==> config.mk <==
export PLATFORM = sky130hd
export DESIGN_NAME = usbhid_report_arbiter_flat
export DESIGN_NICKNAME = d
export VERILOG_FILES = /design/src/rtl/usbhid_report_arbiter_if.sv /design/src/rtl/usbhid_report_arbiter.sv /design/src/flat_wrapper.sv
export SDC_FILE = /design/constraint.sdc
export NUM_CORES = 1
export LEC_CHECK = 0
export BUFFER_PORTS_ARGS = -buffer_cell sky130_fd_sc_hd__buf_2
export CAP_MARGIN = 30
export CORE_AREA = 2 2 253 255
export CTS_CLUSTER_DIAMETER = 150
export CTS_CLUSTER_SIZE = 16
export DETAILED_ROUTE_END_ITERATION = 8
export DIE_AREA = 0 0 255 257
export PLACE_DENSITY = 0.69
export REMOVE_ABC_BUFFERS = 1
export SYNTH_ARGS = -nofsm -noshare
export SYNTH_HDL_FRONTEND = slang
export SYNTH_SLANG_ARGS = --single-unit
export TNS_END_PERCENT = 20
==> constraint.sdc <==
create_clock -name clk -period 3.2 [get_ports clk]
set_clock_uncertainty 0.2 [all_clocks]
set_input_delay 0.16 -clock clk [delete_from_list [all_inputs] [get_ports clk]]
set_output_delay 0.16 -clock clk [all_outputs]
set_load 0.05 [all_outputs]
==> src/rtl/usbhid_report_arbiter_if.sv <==
// HID report arbiter bus: per-port report inputs, selection
// controls, the single issued-report output and watchdog status.
interface usbhid_report_arbiter_if #(
    parameter int C_ports        = 3,
    parameter int C_report_bytes = 20
);
    localparam int R = C_report_bytes * 8;

    logic [C_ports*R-1:0] hid_report;
    logic [C_ports-1:0]   hid_valid;
    logic                 sel_mode;
    logic [1:0]           sel_port;
    logic [R-1:0]         out_report;
    logic [1:0]           out_port;
    logic                 out_valid;
    logic [C_ports-1:0]   bus_reset;
    logic [C_ports-1:0]   port_alive;

    modport master (
        output hid_report, hid_valid, sel_mode, sel_port,
        input  out_report, out_port, out_valid,
        input  bus_reset, port_alive
    );

    modport slave (
        input  hid_report, hid_valid, sel_mode, sel_port,
        output out_report, out_port, out_valid,
        output bus_reset, port_alive
    );
endinterface

==> src/rtl/usbhid_report_arbiter.sv <==
// Latest-report buffer and round-robin/fixed arbiter for up to four
// USB HID host ports, with a per-port silence watchdog and bus reset.
module usbhid_report_arbiter #(
    parameter int C_ports          = 3,
    parameter int C_report_bytes   = 20,
    parameter int C_timeout_cycles = 6000000,
    parameter int C_reset_cycles   = 60000
) (
    input logic                    clk,
    input logic                    resetn,
    usbhid_report_arbiter_if.slave bus
);
    localparam int R    = C_report_bytes * 8;
    localparam int CMAX = (C_timeout_cycles > C_reset_cycles)
                        ? C_timeout_cycles : C_reset_cycles;
    localparam int CW   = $clog2(CMAX + 1);

    localparam logic [CW-1:0] TO_LAST  = CW'(C_timeout_cycles - 1);
    localparam logic [CW-1:0] RST_LAST = CW'(C_reset_cycles - 1);
    localparam logic [1:0]    LAST_INI = 2'(C_ports - 1);

    typedef enum logic [1:0] {WAIT, ALIVE, BUSRST} wd_state_e;

    wd_state_e          st_q   [C_ports];
    wd_state_e          st_d   [C_ports];
    logic [CW-1:0]      cnt_q  [C_ports];
    logic [CW-1:0]      cnt_d  [C_ports];
    logic [R-1:0]       slot_q [C_ports];
    logic [R-1:0]       slot_d [C_ports];
    logic [C_ports-1:0] pending_q, pending_d;
    logic [C_ports-1:0] acc, enter_rst, elig;
    logic [1:0]         last_q, last_d;
    logic [R-1:0]       out_report_q, out_report_d;
    logic [1:0]         out_port_q, out_port_d;
    logic               out_valid_q, out_valid_d;
    logic               gnt_hit;
    logic [1:0]         gnt_idx;

    // Watchdog next state; a port in BUSRST ignores its strobe.
    always_comb begin
        for (int i = 0; i < C_ports; i++) begin
            st_d[i]      = st_q[i];
            cnt_d[i]     = cnt_q[i] + 1'b1;
            acc[i]       = bus.hid_valid[i] && (st_q[i] != BUSRST);
            enter_rst[i] = 1'b0;
            unique case (st_q[i])
                WAIT, ALIVE: begin
                    if (acc[i]) begin
                        st_d[i]  = ALIVE;
                        cnt_d[i] = '0;
                    end else if (cnt_q[i] == TO_LAST) begin
                        st_d[i]      = BUSRST;
                        cnt_d[i]     = '0;
                        enter_rst[i] = 1'b1;
                    end
                end
                BUSRST: begin
                    if (cnt_q[i] == RST_LAST) begin
                        st_d[i]  = WAIT;
                        cnt_d[i] = '0;
                    end
                end
                default: begin
                    st_d[i]  = WAIT;
                    cnt_d[i] = '0;
                end
            endcase
        end
    end

    // Grant search: first eligible port after the last grant, wrapping.
    always_comb begin
        int idx;
        idx     = 0;
        gnt_hit = 1'b0;
        gnt_idx = last_q;
        for (int i = 0; i < C_ports; i++) begin
            elig[i] = pending_q[i]
                    && (!bus.sel_mode || bus.sel_port == 2'(i));
        end
        for (int k = 1; k <= C_ports; k++) begin
            idx = (int'(last_q) + k) % C_ports;
            if (!gnt_hit && elig[idx]) begin
                gnt_hit = 1'b1;
                gnt_idx = 2'(idx);
            end
        end
    end

    // Issue path and slot capture; capture overrides a same-cycle grant.
    always_comb begin
        pending_d    = pending_q;
        last_d       = last_q;
        out_valid_d  = 1'b0;
        out_report_d = out_report_q;
        out_port_d   = out_port_q;
        if (gnt_hit) begin
            pending_d[gnt_idx] = 1'b0;
            last_d             = gnt_idx;
            out_valid_d        = 1'b1;
            out_report_d       = slot_q[gnt_idx];
            out_port_d         = gnt_idx;
        end
        for (int i = 0; i < C_ports; i++) begin
            slot_d[i] = slot_q[i];
            if (acc[i]) begin
                slot_d[i]    = bus.hid_report[i*R +: R];
                pending_d[i] = 1'b1;
            end
            if (enter_rst[i]) begin
                pending_d[i] = 1'b0;
            end
        end
    end

    // State and datapath registers.
    always_ff @(posedge clk or negedge resetn) begin
        if (!resetn) begin
            for (int i = 0; i < C_ports; i++) begin
                st_q[i]   <= WAIT;
                cnt_q[i]  <= '0;
                slot_q[i] <= '0;
            end
            pending_q    <= '0;
            last_q       <= LAST_INI;
            out_valid_q  <= 1'b0;
            out_report_q <= '0;
            out_port_q   <= '0;
        end else begin
            for (int i = 0; i < C_ports; i++) begin
                st_q[i]   <= st_d[i];
                cnt_q[i]  <= cnt_d[i];
                slot_q[i] <= slot_d[i];
            end
            pending_q    <= pending_d;
            last_q       <= last_d;
            out_valid_q  <= out_valid_d;
            out_report_q <= out_report_d;
            out_port_q   <= out_port_d;
        end
    end

    // Status outputs decode the registered watchdog state.
    always_comb begin
        for (int i = 0; i < C_ports; i++) begin
            bus.bus_reset[i]  = (st_q[i] == BUSRST);
            bus.port_alive[i] = (st_q[i] == ALIVE);
        end
    end

    assign bus.out_valid  = out_valid_q;
    assign bus.out_report = out_report_q;
    assign bus.out_port   = out_port_q;
endmodule

==> src/flat_wrapper.sv <==
// flat-port wrapper written by rule: the top's interface ports become plain ports
module usbhid_report_arbiter_flat 
#(
    parameter int C_ports          = 3,
    parameter int C_report_bytes   = 20,
    parameter int C_timeout_cycles = 6000000,
    parameter int C_reset_cycles   = 60000
)
  (clk, resetn, bus_hid_report, bus_hid_valid, bus_sel_mode, bus_sel_port, bus_out_report, bus_out_port, bus_out_valid, bus_bus_reset, bus_port_alive);
  usbhid_report_arbiter_if #(.C_ports(C_ports), .C_report_bytes(C_report_bytes)) bus_i ();
  input logic clk;
  input logic resetn;
  input wire logic [$bits(bus_i.hid_report)-1:0] bus_hid_report;
  input wire logic [$bits(bus_i.hid_valid)-1:0] bus_hid_valid;
  input wire logic [$bits(bus_i.sel_mode)-1:0] bus_sel_mode;
  input wire logic [$bits(bus_i.sel_port)-1:0] bus_sel_port;
  output wire logic [$bits(bus_i.out_report)-1:0] bus_out_report;
  output wire logic [$bits(bus_i.out_port)-1:0] bus_out_port;
  output wire logic [$bits(bus_i.out_valid)-1:0] bus_out_valid;
  output wire logic [$bits(bus_i.bus_reset)-1:0] bus_bus_reset;
  output wire logic [$bits(bus_i.port_alive)-1:0] bus_port_alive;
  assign bus_i.hid_report = bus_hid_report;
  assign bus_i.hid_valid = bus_hid_valid;
  assign bus_i.sel_mode = bus_sel_mode;
  assign bus_i.sel_port = bus_sel_port;
  assign bus_out_report = bus_i.out_report;
  assign bus_out_port = bus_i.out_port;
  assign bus_out_valid = bus_i.out_valid;
  assign bus_bus_reset = bus_i.bus_reset;
  assign bus_port_alive = bus_i.port_alive;
  usbhid_report_arbiter #(.C_ports(C_ports), .C_report_bytes(C_report_bytes), .C_timeout_cycles(C_timeout_cycles), .C_reset_cycles(C_reset_cycles)) u_core (.clk(clk), .resetn(resetn), .bus(bus_i));
endmodule
==> results.json, run 1 <==
{
  "io_buffers": 656,
  "synth_cells": 2468,
  "vias_per_cell": 5.80,
  "h-tree-depth": 2,
  "grt_pass1_wl_um": 156000,
  "crit_fanout": 15,
  "ant_nets": 0,
  "cp.arrival_ns": 3.43,
  "internal_power_uw": 23000,
  "die_h_um": 257,
  "worstSetupPathType": "flop to flop",
  "gp_congestion": 0.901,
  "rr_startpoint": "u_core.bus.out_port[0]",
  "antenna_found_initial": 19,
  "layout-drive-gt1-share": 0.373,
  "r2r_end": "u_core.bus.out_report[123]",
  "slew_violations": 0,
  "clk_pin_slew_ns": 0.08,
  "min_path_type": "primary input to flop",
  "ys_warn_count": 0,
  "slew_headroom": 0.365,
  "layout_common_cells": "721 x dfrtp_1, 655 x buf_2, 492 x dlygate4sd3_1",
  "wl_per_cell_um": 23.4,
  "power.density_mw_per_mm2": 996,
  "wirelength_met1_um": 39700,
  "die-area_mm2": 0.0655,
  "fmax_ghz": 0.316,
  "leakagePower_uw": 0.0193,
  "synth_cell_types": 57,
  "clockRootBuffer": "clkbuf_16",
  "p_seq_frac": 0.286,
  "cts_tree": "done",
  "p_sw_frac": 0.458,
  "core_mm2": 0.0627,
  "worst_hold_path.endpoint": "u_core.bus.out_port[1]",
  "min_from": "bus_sel_port[0]",
  "reg2reg_depth": 12,
  "layout_commonest_cell": "dfrtp_1",
  "grt_max_degree": 98,
  "boundaryPins": 657,
  "topRoutingLayerUsed": "met5",
  "fin_crit_ns": 3.16,
  "clkLatencyLatePin_ns": 0.62,
  "timing_hold_violations_final": 1,
  "synth_seq_cells": 722,
  "syn_area_mm2": 0.0310,
  "timing.final.crit_share": 0.989,
  "wl_met3_um": 8100,
  "start_util": 0.495,
  "setup_violations": 0,
  "grt_use_total": 0.305,
  "cts_inserted_buffers": 51,
  "r2r_setup_slack_ns": 0.04,
  "fin_ws_ns": 0.0362,
  "vias": 26000,
  "place_ws_ns": -0.00160,
  "avgSynthCellArea_um2": 12.6,
  "core.rowCount": 92,
  "route.detailed.drc": 0,
  "synthFlopType": "dfrtp_1",
  "areaGrowthSynthToFinish_pct": 37.6,
  "synth-seq-area-share": 0.582,
  "pwr-share-comb": 0.571,
  "drtIter0Drc": 2163,
  "clock_path_buffers": 3,
  "irDropWorstVdd_mv": 1.12,
  "routed_wl_um": 105000,
  "post-route-util": 0.681,
  "failed_checks": "hold timing",
  "fin_nets": 4107,
  "drt_first_pass_iters": 5,
  "start_kind": "flop",
  "dp.final_hpwl_um": 65400,
  "cp.required_ns": 3.47,
  "die_x_um": 255,
  "hold_path_depth": 5,
  "critPathCaptureType": "flop",
  "netSwitchingPower_uw": 19500,
  "clkPwrFrac": 0.143,
  "cap_violations": 0,
  "cts.sinks": 722,
  "worst_pin_slew_ns": 0.953,
  "outcome": "complete, but fails checks",
  "first_global_vias": 27800,
  "synth_edf_count": 0,
  "rsz0062_at_grt": "no",
  "synth_async_sr_flop_share": 1.00,
  "wl_met2_um": 51900,
  "grt.overflow.total": 0,
  "whs_ns": -0.00289
}
## routing by layer
metal	global-route usage	vias up
met5	0	-
met4	0.144	8
met3	0.0660	337
met2	0.514	1337
met1	0.372	13100
li1	-	11200
## worst max-delay path by stage
| stage | slack, ns | to | start | cells past startpoint |
|---|---|---|---|---|
| 6_report | 0.04 | u_core.bus.out_report[123] | u_core.bus.out_port[0] | 12 |
| 5_1_grt | 0.01 | u_core.bus.out_report[123] | u_core.bus.out_port[0] | 12 |
| 4_1_cts | -0.003 | u_core.bus.out_report[82] | u_core.bus.out_port[0] | 12 |
| 3_5_place_dp | -0.002 | u_core.bus.out_report[103] | u_core.last_q[1] | 12 |
| 3_3_place_gp | 0.16 | u_core.bus.out_report[25] | u_core.last_q[1] | 12 |
| 2_1_floorplan | -30.87 | u_core.bus.out_report[101] | u_core.bus.out_port[0] | 9 |
## kinds of logic after synthesis
kind of cell / count (synthesis) / share of synthesized area
DFF: 722 / 0.582
and+or+nand+nor: 691 / 0.111
muxes: 578 / 0.206
AOI/OAI and AO/OA: 207 / 0.0520
buffers and inverters: 203 / 0.0290
xor gates and xnor gates: 62 / 0.0175
adders and majority gates: 5 / 0.00202
## through the flow
step	cell area, um^2	total power [uW]	instances	hold slack [ns]	setup TNS [ns]
6_report	42700	42500	4490	-0.00289	0
4_1_cts	42300	40300	4451	0.0142	-0.00455
3_5_place_dp	35900	33700	3892	0.000491	-0.00160
3_3_place_gp	35900	33100	3892	-0.00249	0
2_1_floorplan	30200	21100	2281	-0.336	-6182.15
5_1_grt	42700	44300	4487	-0.00884	0
## state kept, by name, indices dropped and copies added, names as in the netlist
name,cells
u_core.slot_q,480
u_core.bus.out_report,160
u_core.cnt_q,69
u_core.st_q,6
u_core.pending_q,3
u_core.bus.out_port,2
u_core.bus.out_valid,1
u_core.last_q,1
## synth_stat cells, types with 3 or more instances
cell type	instances	area, um^2
a21oi_1	12	60.1
a2bb2oi_1	63	552
a31oi_1	3	18.8
and2_1	4	25.0
and3_1	10	62.6
and4_1	5	43.8
buf_1	11	41.3
buf_2	42	210
buf_4	11	82.6
buf_6	6	67.6
clkbuf_1	117	439
dfrtp_1	721	18000
ha_1	5	62.6
inv_1	14	52.6
mux2_2	480	5410
mux2i_1	98	981
nand2_1	199	747
nand2b_1	7	43.8
nand3_1	150	751
nand4_1	180	1130
nand4b_1	3	26.3
nor2_1	87	327
nor2b_1	12	75.1
nor3_1	11	55.1
nor4_1	9	56.3
nor4b_1	5	43.8
o211ai_1	100	751
o21ai_0	7	35.0
xnor2_1	18	158
xor2_1	44	385
## area by class of cell
class,instances,area (um^2)
Clock inverter,4,42.5
Tap cell,846,1060
Multi-Input combinational cell,1543,12200
Inverter,16,72.6
Timing Repair Buffer,1280,9920
Antenna cell,18,45.0
Clock buffer,61,1310
Sequential cell,722,18100
Fill cell,4187,20000
## power by group through the flow
stage	Clock, uW	Sequential (uW)	Combinational, uW
floorplan	0	15200	5920
global placement	0	12200	20900
detailed placement	0	12200	21500
CTS	6160	12100	22000
global route	6520	12300	25500
finish	6070	12200	24300
## worst max-delay path: stages (launching register included)
cell      delay (ns)
dfrtp_1         0.42
inv_1           0.11
ha_4            0.32
nor2_1          0.08
o31a_1          0.30
o211ai_1        0.24
o311ai_1        0.19
o41ai_2         0.10
buf_6           0.25
buf_12          0.18
buf_16          0.19
mux2i_1         0.26
o211ai_1        0.15
## timing repair
item | in CTS | in global routing
resized for setup | 2 | 20
setup endpoints to repair | 6 | 138
endpoints found under the hold margin | 1151 | 0
hold buffers | 494 | 0
buffers inserted | 0 | 15
gates cloned | 0 | 7
pin swaps | 0 | 1
(Power assumes the default switching activity.)
==> inputs of run 2 (changes only) <==
--- a/config.mk
+++ b/config.mk
@@ -5,7 +5,7 @@
 export SDC_FILE = /design/constraint.sdc
 export NUM_CORES = 1
 export LEC_CHECK = 0
-export BUFFER_PORTS_ARGS = -buffer_cell sky130_fd_sc_hd__buf_2
+export BUFFER_PORTS_ARGS = -buffer_cell sky130_fd_sc_hd__buf_4
 export CAP_MARGIN = 30
 export CORE_AREA = 2 2 253 255
 export CTS_CLUSTER_DIAMETER = 150
==> run 2 against run 1 <==
Compared with the run above: the run ends with setup timing left; final cell count shrank 0.58%; cell area grew 2.7%; total power shrank 1.6%; via count shrank 0.53%; utilization grew 1.8 points; routed wire length grew 1.4%; sequential share of layout area shrank 1.1 points.
==> results.json, run 2 (synthesis results as in run 1) <==
{
  "vias_per_cell": 5.80,
  "die-area_mm2": 0.0655,
  "rsz0062_at_grt": "yes",
  "internal_power_uw": 22500,
  "min_path_type": "primary input to flop",
  "timing_hold_violations_final": 0,
  "grt.overflow.total": 0,
  "routed_wl_um": 106000,
  "crit_fanout": 13,
  "wl_per_cell_um": 23.8,
  "layout_common_cells": "720 x dfrtp_1, 709 x buf_4, 490 x dlygate4sd3_1",
  "setup_violations": 6,
  "start_util": 0.495,
  "route.detailed.drc": 0,
  "failed_checks": "setup timing",
  "cap_violations": 0,
  "fin_nets": 4070,
  "fillers": 4199,
  "cts.sinks": 722,
  "clkPwrFrac": 0.146,
  "power.density_mw_per_mm2": 955,
  "drtIter0Drc": 2153,
  "start_kind": "flop",
  "r2r_end": "u_core.bus.out_report[66]",
  "rr_startpoint": "u_core.bus.out_port[0]",
  "irDropWorstVdd_mv": 1.02,
  "multiInputGateArea_mm2": 0.0121,
  "ff_latch_area_mm2": 0.0181,
  "finalSetupTns_ns": -0.0577,
  "slew_violations": 0,
  "worst_pin_slew_ns": 0.677,
  "reg2reg_depth": 11,
  "r2r_setup_slack_ns": -0.02,
  "fmax_ghz": 0.311,
  "place_ws_ns": -0.0324,
  "fin_cells": 4464,
  "worstSetupPathType": "flop to flop",
  "grt_pass1_wl_um": 161000,
  "cp.required_ns": 3.48,
  "cts_tree": "done",
  "slew_headroom": 0.548,
  "p_seq_frac": 0.292,
  "placedCellCount": 3871,
  "largest_reg_flops": 480,
  "core.rowCount": 92,
  "antenna_found_initial": 34,
  "timing.final.crit_share": 1.01,
  "leakagePower_uw": 0.0196,
  "regMostFlops": "u_core.slot_q",
  "cp.arrival_ns": 3.50,
  "clockRootBuffer": "clkbuf_16",
  "clkLatencyLatePin_ns": 0.62,
  "p_sw_frac": 0.462,
  "outcome": "complete, but fails checks",
  "layout-drive-gt1-share": 0.365,
  "cpMaxStageDelayCell": "dfrtp_2",
  "core_mm2": 0.0627,
  "cp_cell_sequence": "inv_1 -> ha_2 -> inv_1 -> and2_1 -> a22o_1 -> o41ai_4 -> buf_4 -> buf_8 -> buf_16 -> mux2i_1 -> o211ai_1",
  "gp_congestion": 0.905,
  "grt_use_total": 0.318,
  "whs_ns": 0.0964,
  "pwr-share-comb": 0.563,
  "io_buffers": 656,
  "layout_commonest_cell": "dfrtp_1",
  "cts_inserted_buffers": 51,
  "worst_hold_path.endpoint": "u_core.pending_q[2]",
  "cp_common_cell": "inv_1",
  "die_x_um": 255,
  "min_from": "bus_sel_port[1]",
  "drt_first_pass_iters": 5,
  "die_h_um": 257,
  "netSwitchingPower_uw": 19300,
  "clk_pin_slew_ns": 0.08,
  "grt_max_degree": 99,
  "hold_path_depth": 6,
  "fin_crit_ns": 3.22,
  "areaGrowthSynthToFinish_pct": 41.3,
  "clock_path_buffers": 3,
  "cp_num_buf_inv": 5,
  "vias": 25900,
  "dp.final_hpwl_um": 66900,
  "critPathTopFamily": "compound AO/OA/AOI/OAI gates",
  "critPathCaptureType": "flop",
  "fin_ws_ns": -0.0197,
  "h-tree-depth": 2,
  "slowest_delay_ns": 0.42,
  "ant_nets": 0,
  "first_global_vias": 27900,
  "boundaryPins": 657
}
## run 2: changes by cell type in the layout (fill, tap and decap cells not counted), moves of 2 or more
cell | before | now
diode_2 | 18 | 29
buf_12 | 38 | 29
buf_8 | 1 | 4
inv_1 | 12 | 14
buf_2 | 655 | 0
buf_4 | 79 | 709
inv_2 | 2 | 0
buf_6 | 3 | 7
mux2i_2 | 5 | 2
dlygate4sd3_1 | 492 | 490
clkbuf_16 | 58 | 52
buf_16 | 5 | 3
mux2i_1 | 92 | 96
## run 2: power groups by stage
stage / Sequential, uW / Combinational, uW / Clock (uW)
after detailed placement: 12300 / 21900 / 0
after global routing: 12400 / 24800 / 6510
after CTS: 12100 / 22600 / 6180
after global placement: 12200 / 21300 / 0
final: 12200 / 23500 / 6100
after floorplan: 15200 / 5920 / 0
## run 2: how the worst max path moves through the flow
| stage | from | endpoint | slack (ns) | depth (start not counted) |
|---|---|---|---|---|
| 2_1_floorplan | u_core.bus.out_port[0] | u_core.bus.out_report[101] | -30.87 | 9 |
| 3_3_place_gp | u_core.bus.out_port[0] | u_core.bus.out_report[145] | 0.07 | 11 |
| 5_1_grt | u_core.bus.out_port[0] | u_core.bus.out_report[86] | -0.08 | 11 |
| 6_report | u_core.bus.out_port[0] | u_core.bus.out_report[66] | -0.02 | 11 |
| 4_1_cts | u_core.bus.out_port[0] | u_core.bus.out_report[19] | -0.0002 | 11 |
| 3_5_place_dp | u_core.bus.out_port[0] | u_core.bus.out_report[154] | -0.03 | 11 |
## run 2: repair_timing
action	CTS	global route
pin swaps	0	2
hold buffers	490	0
cloned	0	2
setup endpoints to repair	28	159
resized for setup	4	23
setup buffers	2	4
hold endpoints to repair	903	0
## run 2: through the flow
stage                     power, uW   util  instance area, um^2
after floorplan               21100      -                30200
after global placement        33500  0.595                37300
after detailed placement      34100  0.595                37300
after CTS                     40900  0.695                43600
after global routing          43700  0.699                43800
final                         41900  0.699                43800
## run 2: area by class of cell
cell class | count | share of cell area
Clock buffer | 61 | 0.0300
Antenna cell | 29 | 0.00166
Tap cell | 846 | 0.0241
Clock inverter | 4 | 0.000970
Sequential cell | 722 | 0.412
Timing Repair Buffer | 1243 | 0.252
Multi-Input combinational cell | 1543 | 0.277
Inverter | 16 | 0.00186
## run 2: worst register-to-register path: stages, from the launching register on
cell	delay, ns
dfrtp_2	0.42
inv_1	0.06
ha_2	0.38
inv_1	0.11
and2_1	0.17
a22o_1	0.27
o41ai_4	0.41
buf_4	0.23
buf_8	0.19
buf_16	0.21
mux2i_1	0.27
o211ai_1	0.15
## run 2: layer usage
metal,global-route usage,part of all wire
met2,0.530,0.49
met1,0.387,0.38
met5,0,0.00097
met3,0.0643,0.072
met4,0.169,0.055
==> inputs of run 3 (changes only) <==
--- a/config.mk
+++ b/config.mk
@@ -12,8 +12,7 @@
 export CTS_CLUSTER_SIZE = 16
 export DETAILED_ROUTE_END_ITERATION = 8
 export DIE_AREA = 0 0 255 257
-export PLACE_DENSITY = 0.69
-export REMOVE_ABC_BUFFERS = 1
+export PLACE_DENSITY = 0.73
 export SYNTH_ARGS = -nofsm -noshare
 export SYNTH_HDL_FRONTEND = slang
 export SYNTH_SLANG_ARGS = --single-unit
==> run 3 against run 2 <==
Compared with the run above: maximum frequency increased by 2.6%; hold slack better by 0.016 ns; critical endpoint is now u_core.bus.out_report[1]; clock power about the same; setup slack better by 0.081 ns; die area did not move; the flow now finishes without violations.
==> results.json, run 3 (synthesis results as in run 1) <==
{
  "setup_violations": 0,
  "fin_ws_ns": 0.0611,
  "syn-num-nets": 2961,
  "grt_max_degree": 106,
  "fin_nets": 4047,
  "irDropWorstVdd_mv": 0.980,
  "whs_ns": 0.113,
  "worst_pin_slew_ns": 0.828,
  "outcome": "complete, no violations",
  "route.detailed.drc": 0,
  "crit_fanout": 47,
  "antenna_found_initial": 13,
  "die-area_mm2": 0.0655,
  "regMostFlops": "u_core.slot_q",
  "layout_common_cells": "720 x dfrtp_1, 692 x buf_4, 487 x dlygate4sd3_1",
  "cts.sinks": 722,
  "routed_wl_um": 105000,
  "layout-drive-gt1-share": 0.363,
  "top_usage_layer": "met2",
  "placedCellCount": 3846,
  "dp.final_hpwl_um": 62100,
  "finalSetupTns_ns": 0,
  "grt_use_total": 0.310,
  "multiInputGateArea_mm2": 0.0122,
  "clkLatencyLatePin_ns": 0.62,
  "place_ws_ns": -0.0785,
  "io_buffers": 656,
  "clockRootBuffer": "clkbuf_16",
  "timing.final.crit_share": 0.981,
  "cts_inserted_buffers": 51,
  "timing_hold_violations_final": 0,
  "drt_first_pass_iters": 5,
  "vias": 25800,
  "power.density_mw_per_mm2": 969,
  "h-tree-depth": 2,
  "fin_cells": 4425,
  "cts_tree": "done",
  "wl_per_cell_um": 23.7,
  "cp.arrival_ns": 3.41,
  "met2_usage": 0.518,
  "boundaryPins": 657,
  "ant_nets": 0,
  "slew_violations": 0,
  "worstSetupPathType": "flop to flop",
  "cap_violations": 0,
  "layout_commonest_cell": "dfrtp_1",
  "grtUsageMet3": 0.0626,
  "die_h_um": 257,
  "ff_latch_area_mm2": 0.0181,
  "vias_per_cell": 5.83,
  "start_util": 0.495,
  "largest_reg_flops": 480,
  "critPathCaptureType": "flop",
  "min_path_type": "primary input to flop",
  "grtUsageMet1": 0.369,
  "start_kind": "flop",
  "grt.overflow.total": 0,
  "leakagePower_uw": 0.0195,
  "core.rowCount": 92,
  "clk_pin_slew_ns": 0.07,
  "clock_path_buffers": 3,
  "drtIter0Drc": 1896,
  "gp_congestion": 0.883,
  "first_global_vias": 28100,
  "grt_pass1_wl_um": 158000,
  "slew_headroom": 0.448,
  "core_mm2": 0.0627,
  "areaGrowthSynthToFinish_pct": 40.9,
  "fin_crit_ns": 3.14,
  "cp.required_ns": 3.47,
  "fmax_ghz": 0.319,
  "fillers": 4100,
  "die_x_um": 255
}
run 3: changes by cell type in the layout (fill, tap and decap cells not counted), sizes merged:
cell and delta:
dlygate4sd3 -3, buf -25, inv -2, clkbuf +6, diode -16, clkinv +1
run 3: power breakdown:
part           switching, uW  internal [uW]
Clock                   3180           2940
Combinational          15000           8940
Sequential              1240          11000
Total                  19500          22900
run 3: worst max-delay path, cell delays in order, from the launching register on:
cell	delay, ns
dfstp_2	0.57
inv_1	0.05
ha_1	0.27
nor2b_2	0.18
nand4_1	0.13
or2_2	0.30
a21oi_1	0.20
a21o_4	0.21
buf_16	0.21
nand2_4	0.09
buf_12	0.22
o211ai_1	0.33
run 3: layout make-up:
class,instances,area share
clock buffer,62,0.0306
timing repair buffer,1220,0.250
sequential,722,0.413
multi-input combinational,1543,0.278
antenna,13,0.000744
clock inverter,3,0.000944
tap,846,0.0242
inverter,16,0.00192
run 3: metal layers:
metal / vias to the layer above / share of wire
met5: - / 0.00012
met4: 2 / 0.060
met3: 376 / 0.071
met2: 1283 / 0.50
met1: 13100 / 0.37
li1: 11100 / -
run 3: timing repair:
action,in CTS,in global routing
hold endpoints to repair,1169,0
pin swaps,0,3
buffers inserted,0,7
endpoints found under the setup margin,43,158
hold buffers,488,0
gates resized for setup,2,24
cloned,0,6
run 3: through the flow:
stage | power, uW | util | instance area (um^2)
final | 42400 | 0.697 | 43700
after global routing | 44200 | 0.697 | 43700
after CTS | 40300 | 0.692 | 43400
after detailed placement | 33600 | 0.591 | 37100
after global placement | 33100 | 0.591 | 37100
after floorplan | 26700 | - | 31000
run 3: final timing paths:
| check | from | endpoint | slack (ns) | cells past startpoint |
|---|---|---|---|---|
| setup / recovery | u_core.last_q[1] | u_core.bus.out_report[1] | 0.06 | 11 |
| hold / removal | bus_hid_report[40] | u_core.slot_q[360] | 0.11 | 3 |
| setup reg to reg | u_core.last_q[1] | u_core.bus.out_report[1] | 0.06 | 11 |
| hold reg to reg | u_core.cnt_q[23] | u_core.cnt_q[23] | 0.27 | 1 |
| max in group asynchronous | resetn | u_core.slot_q[459] | 2.07 | 3 |
| min in group asynchronous | resetn | u_core.slot_q[210] | 0.13 | 3 |
